[config.mk]
export PLATFORM = sky130hd
export DESIGN_NAME = nand_logic_sequencer
export DESIGN_NICKNAME = d
export VERILOG_FILES = /design/src/rtl/nand_logic_defs.sv /design/src/rtl/nand_array.sv /design/src/rtl/nand_logic_sequencer.sv
export SDC_FILE = /design/constraint.sdc
export NUM_CORES = 1
export LEC_CHECK = 0
export ABC_AREA = 1
export ABC_CLOCK_PERIOD_IN_PS = 2300
export BUFFER_PORTS_ARGS = -buffer_cell sky130_fd_sc_hd__clkbuf_2
export CORE_UTILIZATION = 59
export DETAILED_ROUTE_END_ITERATION = 7
export PLACE_DENSITY = 0.88
export SYNTH_ARGS = -nofsm -noshare
export SYNTH_HDL_FRONTEND = slang
export SYNTH_SLANG_ARGS = --single-unit
[constraint.sdc]
create_clock -name clk -period 2.3 [get_ports clk]
set_input_delay 0 -clock clk [delete_from_list [all_inputs] [get_ports clk]]
set_output_delay 0 -clock clk [all_outputs]
set_load 0.1 [all_outputs]
[src/rtl/nand_logic_defs.sv]
// Shared encodings for the NAND logic sequencer: opcodes, FSM states, pass counts
// and the per-pass schedule that routes operands through the single NAND array.
package nand_logic_defs;

  localparam logic [1:0] OP_NOT = 2'b00;
  localparam logic [1:0] OP_AND = 2'b01;
  localparam logic [1:0] OP_OR  = 2'b10;
  localparam logic [1:0] OP_XOR = 2'b11;

  localparam logic [1:0] ST_IDLE = 2'd0;
  localparam logic [1:0] ST_EXEC = 2'd1;
  localparam logic [1:0] ST_RESP = 2'd2;

  localparam logic [2:0] PASSES_NOT = 3'd1;
  localparam logic [2:0] PASSES_AND = 3'd2;
  localparam logic [2:0] PASSES_OR  = 3'd3;
  localparam logic [2:0] PASSES_XOR = 3'd4;

  typedef enum logic [2:0] {
    SEL_A  = 3'd0,
    SEL_B  = 3'd1,
    SEL_S0 = 3'd2,
    SEL_S1 = 3'd3,
    SEL_S2 = 3'd4
  } sel_e;

  typedef enum logic [1:0] {
    DST_S0  = 2'd0,
    DST_S1  = 2'd1,
    DST_S2  = 2'd2,
    DST_RES = 2'd3
  } dst_e;

  typedef struct packed {
    sel_e x;
    sel_e y;
    dst_e dst;
  } pass_t;

  function automatic logic [2:0] pass_count(input logic [1:0] op);
    logic [2:0] n;
    case (op)
      OP_NOT:  n = PASSES_NOT;
      OP_AND:  n = PASSES_AND;
      OP_OR:   n = PASSES_OR;
      default: n = PASSES_XOR;
    endcase
    return n;
  endfunction

  // Which operands feed the array on pass p, and where its output lands.
  function automatic pass_t pass_plan(input logic [1:0] op, input logic [1:0] p);
    pass_t pl;
    pl = '{SEL_A, SEL_A, DST_RES};
    case (op)
      OP_AND: begin
        if (p == 2'd0) pl = '{SEL_A, SEL_B, DST_S0};
        else           pl = '{SEL_S0, SEL_S0, DST_RES};
      end
      OP_OR: begin
        case (p)
          2'd0:    pl = '{SEL_A, SEL_A, DST_S0};
          2'd1:    pl = '{SEL_B, SEL_B, DST_S1};
          default: pl = '{SEL_S0, SEL_S1, DST_RES};
        endcase
      end
      OP_XOR: begin
        case (p)
          2'd0:    pl = '{SEL_A, SEL_B, DST_S0};
          2'd1:    pl = '{SEL_A, SEL_S0, DST_S1};
          2'd2:    pl = '{SEL_B, SEL_S0, DST_S2};
          default: pl = '{SEL_S1, SEL_S2, DST_RES};
        endcase
      end
      default: pl = '{SEL_A, SEL_A, DST_RES};
    endcase
    return pl;
  endfunction

endpackage

[src/rtl/nand_array.sv]
// WIDTH independent two-input NAND gates; the only gate logic in the sequencer datapath.
module nand_array #(
  parameter int WIDTH = 16
) (
  input  logic [WIDTH-1:0] x,
  input  logic [WIDTH-1:0] y,
  output wire  [WIDTH-1:0] z
);

  for (genvar i = 0; i < WIDTH; i++) begin : g_bit
    nand u_nand (z[i], x[i], y[i]);
  end

endmodule

[src/rtl/nand_logic_sequencer.sv]
// Multi-cycle NOT/AND/OR/XOR unit that time-shares one NAND array over 1-4 passes,
// keeping intermediates in scratch registers, with valid/ready on both sides.
module nand_logic_sequencer #(
  parameter int WIDTH = 16
) (
  input  logic             clk,
  input  logic             rst_n,
  input  logic             in_valid,
  output logic             in_ready,
  input  logic [1:0]       op,
  input  logic [WIDTH-1:0] a,
  input  logic [WIDTH-1:0] b,
  output logic             out_valid,
  input  logic             out_ready,
  output logic [WIDTH-1:0] result,
  output logic             busy,
  output logic [15:0]      op_count
);

  import nand_logic_defs::*;

  logic [1:0]       state_q, state_d;
  logic [1:0]       op_q, op_d;
  logic [1:0]       p_q, p_d;
  logic [WIDTH-1:0] a_q, a_d;
  logic [WIDTH-1:0] b_q, b_d;
  logic [WIDTH-1:0] s0_q, s0_d;
  logic [WIDTH-1:0] s1_q, s1_d;
  logic [WIDTH-1:0] s2_q, s2_d;
  logic [WIDTH-1:0] res_q, res_d;
  logic [15:0]      op_count_q, op_count_d;

  pass_t            plan;
  logic             last_pass;
  logic [WIDTH-1:0] x_op, y_op;
  wire  [WIDTH-1:0] z;

  // Operand routing depends only on captured op and pass index, never on live inputs.
  assign plan      = pass_plan(op_q, p_q);
  assign last_pass = (({1'b0, p_q} + 3'd1) == pass_count(op_q));

  function automatic logic [WIDTH-1:0] pick(input sel_e sel,
                                            input logic [WIDTH-1:0] va,
                                            input logic [WIDTH-1:0] vb,
                                            input logic [WIDTH-1:0] v0,
                                            input logic [WIDTH-1:0] v1,
                                            input logic [WIDTH-1:0] v2);
    logic [WIDTH-1:0] v;
    case (sel)
      SEL_A:   v = va;
      SEL_B:   v = vb;
      SEL_S0:  v = v0;
      SEL_S1:  v = v1;
      SEL_S2:  v = v2;
      default: v = va;
    endcase
    return v;
  endfunction

  assign x_op = pick(plan.x, a_q, b_q, s0_q, s1_q, s2_q);
  assign y_op = pick(plan.y, a_q, b_q, s0_q, s1_q, s2_q);

  nand_array #(.WIDTH(WIDTH)) u_nand_array (
    .x(x_op),
    .y(y_op),
    .z(z)
  );

  always_comb begin
    // NOTE: every variable gets its hold value first so no path through the case infers a latch.
    state_d    = state_q;
    op_d       = op_q;
    p_d        = p_q;
    a_d        = a_q;
    b_d        = b_q;
    s0_d       = s0_q;
    s1_d       = s1_q;
    s2_d       = s2_q;
    res_d      = res_q;
    op_count_d = op_count_q;

    case (state_q)
      ST_IDLE: begin
        if (in_valid) begin
          op_d    = op;
          a_d     = a;
          b_d     = b;
          p_d     = 2'd0;
          state_d = ST_EXEC;
        end
      end
      ST_EXEC: begin
        case (plan.dst)
          DST_S0:  s0_d  = z;
          DST_S1:  s1_d  = z;
          DST_S2:  s2_d  = z;
          default: res_d = z;
        endcase
        p_d = p_q + 2'd1;
        if (last_pass) state_d = ST_RESP;
      end
      ST_RESP: begin
        if (out_ready) begin
          op_count_d = op_count_q + 16'd1;
          state_d    = ST_IDLE;
        end
      end
      default: state_d = ST_IDLE;
    endcase
  end

  // NOTE: scratch and result are reset too, so an aborted op leaves no stale data visible.
  always_ff @(posedge clk or negedge rst_n) begin
    if (!rst_n) begin
      state_q    <= ST_IDLE;
      op_q       <= OP_NOT;
      p_q        <= 2'd0;
      a_q        <= '0;
      b_q        <= '0;
      s0_q       <= '0;
      s1_q       <= '0;
      s2_q       <= '0;
      res_q      <= '0;
      op_count_q <= 16'd0;
    end else begin
      // NOTE: non-blocking so every register samples pre-edge values regardless of statement order.
      state_q    <= state_d;
      op_q       <= op_d;
      p_q        <= p_d;
      a_q        <= a_d;
      b_q        <= b_d;
      s0_q       <= s0_d;
      s1_q       <= s1_d;
      s2_q       <= s2_d;
      res_q      <= res_d;
      op_count_q <= op_count_d;
    end
  end

  assign in_ready  = (state_q == ST_IDLE);
  assign busy      = (state_q == ST_EXEC) || (state_q == ST_RESP);
  assign out_valid = (state_q == ST_RESP);
  assign result    = res_q;
  assign op_count  = op_count_q;

endmodule

After elaboration in Yosys (flattened, before gate mapping)
Index checks and enable logic that the tools add are counted.
Operators by class
  equal/unequal tests: 21
  bitwise gates (word level): 33
  divide/modulo/power cells: 0
  multiplexer cells: 13
  order comparisons: 0
  $add $sub $neg: 3
  $mul: 0
  reduce and logical (&&, ||, !) cells: 15
  shift-type cells: 0
Operators with widths (count)
  16-bit one-hot mux with 4 select lines: 2
  8-bit one-hot mux with 3 select lines: 1
  7-bit one-hot mux with 3 select lines: 1
  1-bit inverter: 17
  16-bit by 1-bit adder with 16-bit output, second input constant: 1
  1-bit AND: 16
  7-bit one-hot mux with 2 select lines: 1
  2-bit AND reduction: 7
  3-bit by 2-bit == test with 1-bit output, second input constant: 4
  2-bit == test, second input constant: 5
  3-bit one-hot mux with 3 select lines: 1
  2-bit by 1-bit == test with 1-bit output, second input constant: 4
  2-bit logical NOT: 4
  2-bit two-way mux: 4
  7-bit two-way mux: 1
  3-bit by 1-bit == test with 1-bit output, second input constant: 2
  3-bit == test, second input constant: 2
  2-bit one-hot mux with 3 select lines: 1
  2-bit != test, second input constant: 2
  2-bit one-hot mux with 2 select lines: 1
  2-bit by 1-bit adder with 3-bit output, second input constant: 1
  3-bit == test: 1
  3-bit AND reduction: 1
  3-bit OR reduction: 1
  other kinds (4): 4
Storage, ports and cells
  bits in read-only memories: 0
  input bits: 38
  bits in registers: 118
  output and inout port bits: 35
  memories kept: 0
  memory bits (writable): 0
  latch bits: 0

Logic depth before layout (Yosys ltp)
  depth after elaboration: 7
  depth in mapped cells: 14

Hierarchy
A second synthesis with hierarchy kept.
Unflattened totals
  cell total of the unflattened synthesis: 787
  area total of the unflattened synthesis: 6227.2 um2
Modules (own cells, without submodules)
  nand_logic_sequencer: cells each 771, times used 1, sequential area each 2952.8 um2, area each 6167.2 um2
  nand_array: cells each 16, times used 1, sequential area each 0.0 um2, area each 60.1 um2

Worst setup path after synthesis
Ideal clock, no wire load.
  kind: flip-flop to flip-flop
  start point: register state_q[0]
  end point: register op_count_q[13] (netlist: op_count[13])
  path slack: -461 ps
  data arrival time: 2602 ps
  path buffers: 0
  data required time: 2142 ps
  period minus slack after synthesis: 2761 ps
  cell stages (with the launch flop): 13
  library setup time: 158 ps
  cell sequence: dfrtp_1 -> inv_1 -> ha_1 -> nand2_1 -> inv_2 -> nand3_1 -> nor2_2 -> nand3_1 -> nor2_1 -> nand2_1 -> nor2_1 -> nand2_1 -> xnor2_1
On the way
  longest elaborated chain between the ends: 2
Ends and longest elaborated chain
  start, declared: RTL line nand_logic_sequencer.sv:22  | logic [1:0] state_q, state_d;
  start signal, assigned: RTL line nand_logic_sequencer.sv:127  | state_q <= state_d;
  2-bit == test
  via out_valid: RTL line nand_logic_sequencer.sv:13  | output logic out_valid,
  2-bit AND reduction (no line)
  end signal, assigned: RTL line nand_logic_sequencer.sv:136  | op_count_q <= op_count_d;
  end, declared: RTL line nand_logic_sequencer.sv:31  | logic [15:0] op_count_q, op_count_d;
The timed path passes the listed nets, and every way through them passes these cells.
A chain may end at the register's enable or synchronous reset.

Worst setup path in the final report
  start point: register p_q[1]
  end point: register s0_q[5]
On the way
  longest elaborated chain between the ends: 7
  elaborated cells between the ends (all ways): 21
Ends and longest elaborated chain
  start, declared: RTL line nand_logic_sequencer.sv:24  | logic [1:0] p_q, p_d;
  start signal, assigned: RTL line nand_logic_sequencer.sv:129  | p_q <= p_d;
  2-bit == test (tied with other cells): RTL line nand_logic_defs.sv:68  | case (p)
  7-bit one-hot mux with 3 select lines (tied with other cells): RTL line nand_logic_defs.sv:68
  8-bit one-hot mux with 3 select lines *: RTL line nand_logic_defs.sv:55  | case (op)
  3-bit == test (tied with other cells): RTL line nand_logic_sequencer.sv:49  | case (sel)
  16-bit one-hot mux with 4 select lines: RTL line nand_logic_sequencer.sv:49
  1-bit AND: RTL line nand_array.sv:11  | nand u_nand (z[i], x[i], y[i]);
  1-bit inverter: RTL line nand_array.sv:11
  end signal, assigned: RTL line nand_logic_sequencer.sv:120  | s0_q <= '0;
  end signal, assigned: RTL line nand_logic_sequencer.sv:132  | s0_q <= s0_d;
  end, declared: RTL line nand_logic_sequencer.sv:27  | logic [WIDTH-1:0] s0_q, s0_d;
Mark *: on every way between the ends. The rest lies on a longest branch, timed or not.

==> summary.md <==
| Metric | Value |
|---|---|
| Status | finished, final reports clean |
| Period utilization | 98.33% |
| Critical path data arrival time | 2.68 ns |
| Synth warnings | 0 |
| Max cap viols | 0 |
| Placed Area | 7057 um^2 |
| Initial core utilization | 61.88% |
| Detailed-placement wirelength estimate | 10.95 mm |
| Worst Tran Pin Value | 0.7157 ns |
| Sw Ratio | 49.85% |
| Maximum vdd drop | 1.821 mV |
| Combinational group share of total power | 52.1% |
| Die area | 11,400 um^2 |
| Top Ports | 73 |
| Max_slew headroom | 52.29% |
| Fin Setup TNS | 0 ns |
| Post-synthesis sequential area ratio | 45.61% |
| R2r worst-path depth | 13 |
| Die W | 106.8 um |
| Worst-skew pair later-pin latency | 0.53 ns |
| Crit path launch type | register |
| Min Tclk post-route | 2.262 ns |
| Sequential Power Share | 28.6% |
| Ys async rst share | 100.0% |
| Wire per inst | 15.39 um |
| Worst r2r src | p_q[1] |
| CTS tree | built |
| Primary FF master, synth | dfrtp_1 |
| Finished Cell Area | 8264 um^2 |
| Final hold slack | 0.06105 ns |
| Crit-path max FO | 9 |
| CP endpoint kind | register |
| Worst Hold Class | input port to async pin |
| NetSw | 6668 uW |
| Critical path, cell by cell | inv_1 -> ha_2 -> nand2_2 -> nand2_2 -> nor2_4 -> nand4_1 -> buf_6 -> nor2_1 -> nor2_1 -> nand3_1 -> nand2_2 -> nand2_1 -> nand2_1 |
| LEAKAGE | 0.004413 uW |
| Worst path required time | 2.71 ns |
| Site Rows | 37 |
| Worst setup endpoint | s0_q[5] |
| Final net count | 1,061 |
| DR vias | 6,334 |
| R2R Setup Slk | 0.04 ns |
| Pwr/cell area | 1618 nW/um^2 |
| Mean Syn Cell Area | 7.501 um^2 |
| Internal cell power | 6708 uW |
| Max Slew Vio Count | 0 |
| Final number of hold-violating endpoints | 0 |
| Reg clk slew, reported paths | 0.06 ns |
| Area grow syn2layout | 27.66% |
| First-pass GRT wire length | 28.02 mm |
| CTS Sinks | 118 |
| Drt first-iter violations | 596 |
| Vias in the first global route | 6,149 |
| EDFF count, synth | 0 |
| GRT Overall Usage | 31.84% |
| Max H-tree Level | 4 |
| Final wirelength | 17.81 mm |
| Chip height | 106.8 um |
| Port Buffer Count | 72 |
| CTS root buf | clkbuf_8 |
| Reg2reg end | s0_q[5] |
| Clk_skew | 0.008747 ns |
| Post-synth cell types | 30 |
| Max Freq | 0.4422 GHz |
| Grt total ovfl | 0 |
| Via density | 5.475 |
| Crit path from | p_q[1] |
| First-pass iteration count of the detailed router | 7 |
| Flops & latches, synth | 118 |
| Clk buf depth | 2 |
| Final GP Congestion | 0.8986 |
| Final ANT Viol Nets | 0 |
| Share of cells above drive strength 1 | 20.86% |
| CP Class | register to register |
| Clock network power share | 19.3% |
| Most used cell, CP | nand2_2 |
| Initial antenna violation count | 0 |
| # diodes | 0 |
| Mapped Nets | 916 |
| Cts bufs inserted | 17 |
| Crit-path slowest cell | dfrtp_1 |
| Pin count of the biggest net entering global routing | 54 |
| Gate Count Post-Synth | 863 |
| Cell area after synthesis | 6474 um^2 |
| Core ar. | 10,460 um^2 |
| CP max stage delay | 0.40 ns |
| Drc violations | 0 |
| Setup-failing EPs final | 0 |
-- worst max-delay path: cells and delay by family (launching register included) --
| family | cells | cell delay (ns) |
|---|---|---|
| flip-flops | 1 | 0.40 |
| adder cells (fa/ha/maj) | 1 | 0.32 |
| buffers and inverters | 2 | 0.35 |
| AND/OR/NAND/NOR | 10 | 1.09 |
-- through the flow --
stage / utilization (%) / setup WS [ns] / total power, uW / std cells
2_1_floorplan: - / 0.1084 / 8737 / 863
3_3_place_gp: 67.45 / 0.1339 / 9928 / 1062
3_5_place_dp: 67.45 / 0.08884 / 10170 / 1062
4_1_cts: 77.55 / 0.05140 / 13010 / 1142
5_1_grt: 78.99 / -0.09479 / 14160 / 1157
6_report: 78.99 / 0.03839 / 13380 / 1157
-- metal layers --
metal,vias to the layer above,share of wire [%],track usage [%]
met5,-,0,0
li1,2939,-,-
met4,0,4.4,17.91
met3,97,6.9,5.775
met1,2975,37,35.69
met2,323,51,56.82
-- final cells by class --
cell class                      instances  area, um^2
Clock buffer                           18       427.9
Clock inverter                         14       148.9
Fill cell                             683        2198
Inverter                               96       362.8
Multi-Input combinational cell        624        3053
Sequential cell                       118        2955
Tap cell                              136       170.2
Timing Repair Buffer                  151        1146
-- power by group through the flow --
stage | sequential, uW | clock, uW | combinational (uW)
2_1_floorplan | 4860 | 0 | 3880
3_3_place_gp | 3760 | 0 | 6170
3_5_place_dp | 3790 | 0 | 6380
4_1_cts | 3780 | 2580 | 6650
5_1_grt | 3910 | 2680 | 7580
6_report | 3820 | 2590 | 6970
-- cell usage after synthesis (all sizes together) (6+ instances only) --
| cell | number | area share [%] |
|---|---|---|
| nand2 | 362 | 22 |
| dfrtp | 118 | 46 |
| nor2 | 114 | 7.7 |
| inv | 95 | 5.5 |
| nand3 | 60 | 6.2 |
| o21ai | 28 | 2.2 |
| nand4 | 21 | 2.6 |
| buf | 20 | 2.1 |
| ha | 15 | 2.9 |
| xnor2 | 9 | 1.2 |
| clkbuf | 6 | 0.35 |
-- state kept, by name, summed over array words and instances (netlist names) --
name,cells
s2_q,16
a_q,16
state_q,2
op_count,16
s0_q,16
s1_q,16
p_q,2
result,16
b_q,16
op_q,2
-- kinds of logic after synthesis --
| group | count (synthesis) | share of synthesized area, % |
|---|---|---|
| AO/OA/AOI/OAI | 30 | 2.435 |
| adder cells (fa/ha/maj) | 15 | 2.899 |
| flip-flops | 118 | 45.61 |
| buffers and inverters | 122 | 8.001 |
| XOR/XNOR | 14 | 1.894 |
| AND/OR/NAND/NOR | 564 | 39.16 |
-- worst min-delay path by stage --
stage	startpoint	end	depth (start not counted)
2_1_floorplan	rst_n	a_q[0]	0
3_3_place_gp	rst_n	b_q[9]	1
3_5_place_dp	rst_n	b_q[9]	1
4_1_cts	rst_n	a_q[7]	2
5_1_grt	rst_n	a_q[10]	2
6_report	rst_n	a_q[13]	2
-- placed cells by master, fill, tap and decap left out, types with 4 or more instances in the layout --
cell	synthesis	final
nand2_1	342	340
dfrtp_1	118	116
nor2_1	103	101
inv_1	86	85
clkbuf_2	0	71
dlygate4sd3_1	0	48
nand3_1	40	40
o21ai_0	25	25
buf_4	4	25
nand3_2	20	20
nand2_2	18	19
nand4_1	18	18
clkbuf_16	0	16
ha_1	15	12
inv_2	9	9
xnor2_1	9	9
nor2_4	9	9
xor2_1	5	5
buf_12	0	5
nor2_2	2	4
nor3_1	5	4
inv_6	0	4
clkinvlp_4	0	4
-- timing repair --
action,in CTS,in global routing
setup endpoints to repair,0,66
endpoints found under the hold margin,90,0
hold buffers,48,0
setup buffers,0,14
resized for setup,0,11
No activity file was read; power rests on OpenSTA's default activity.
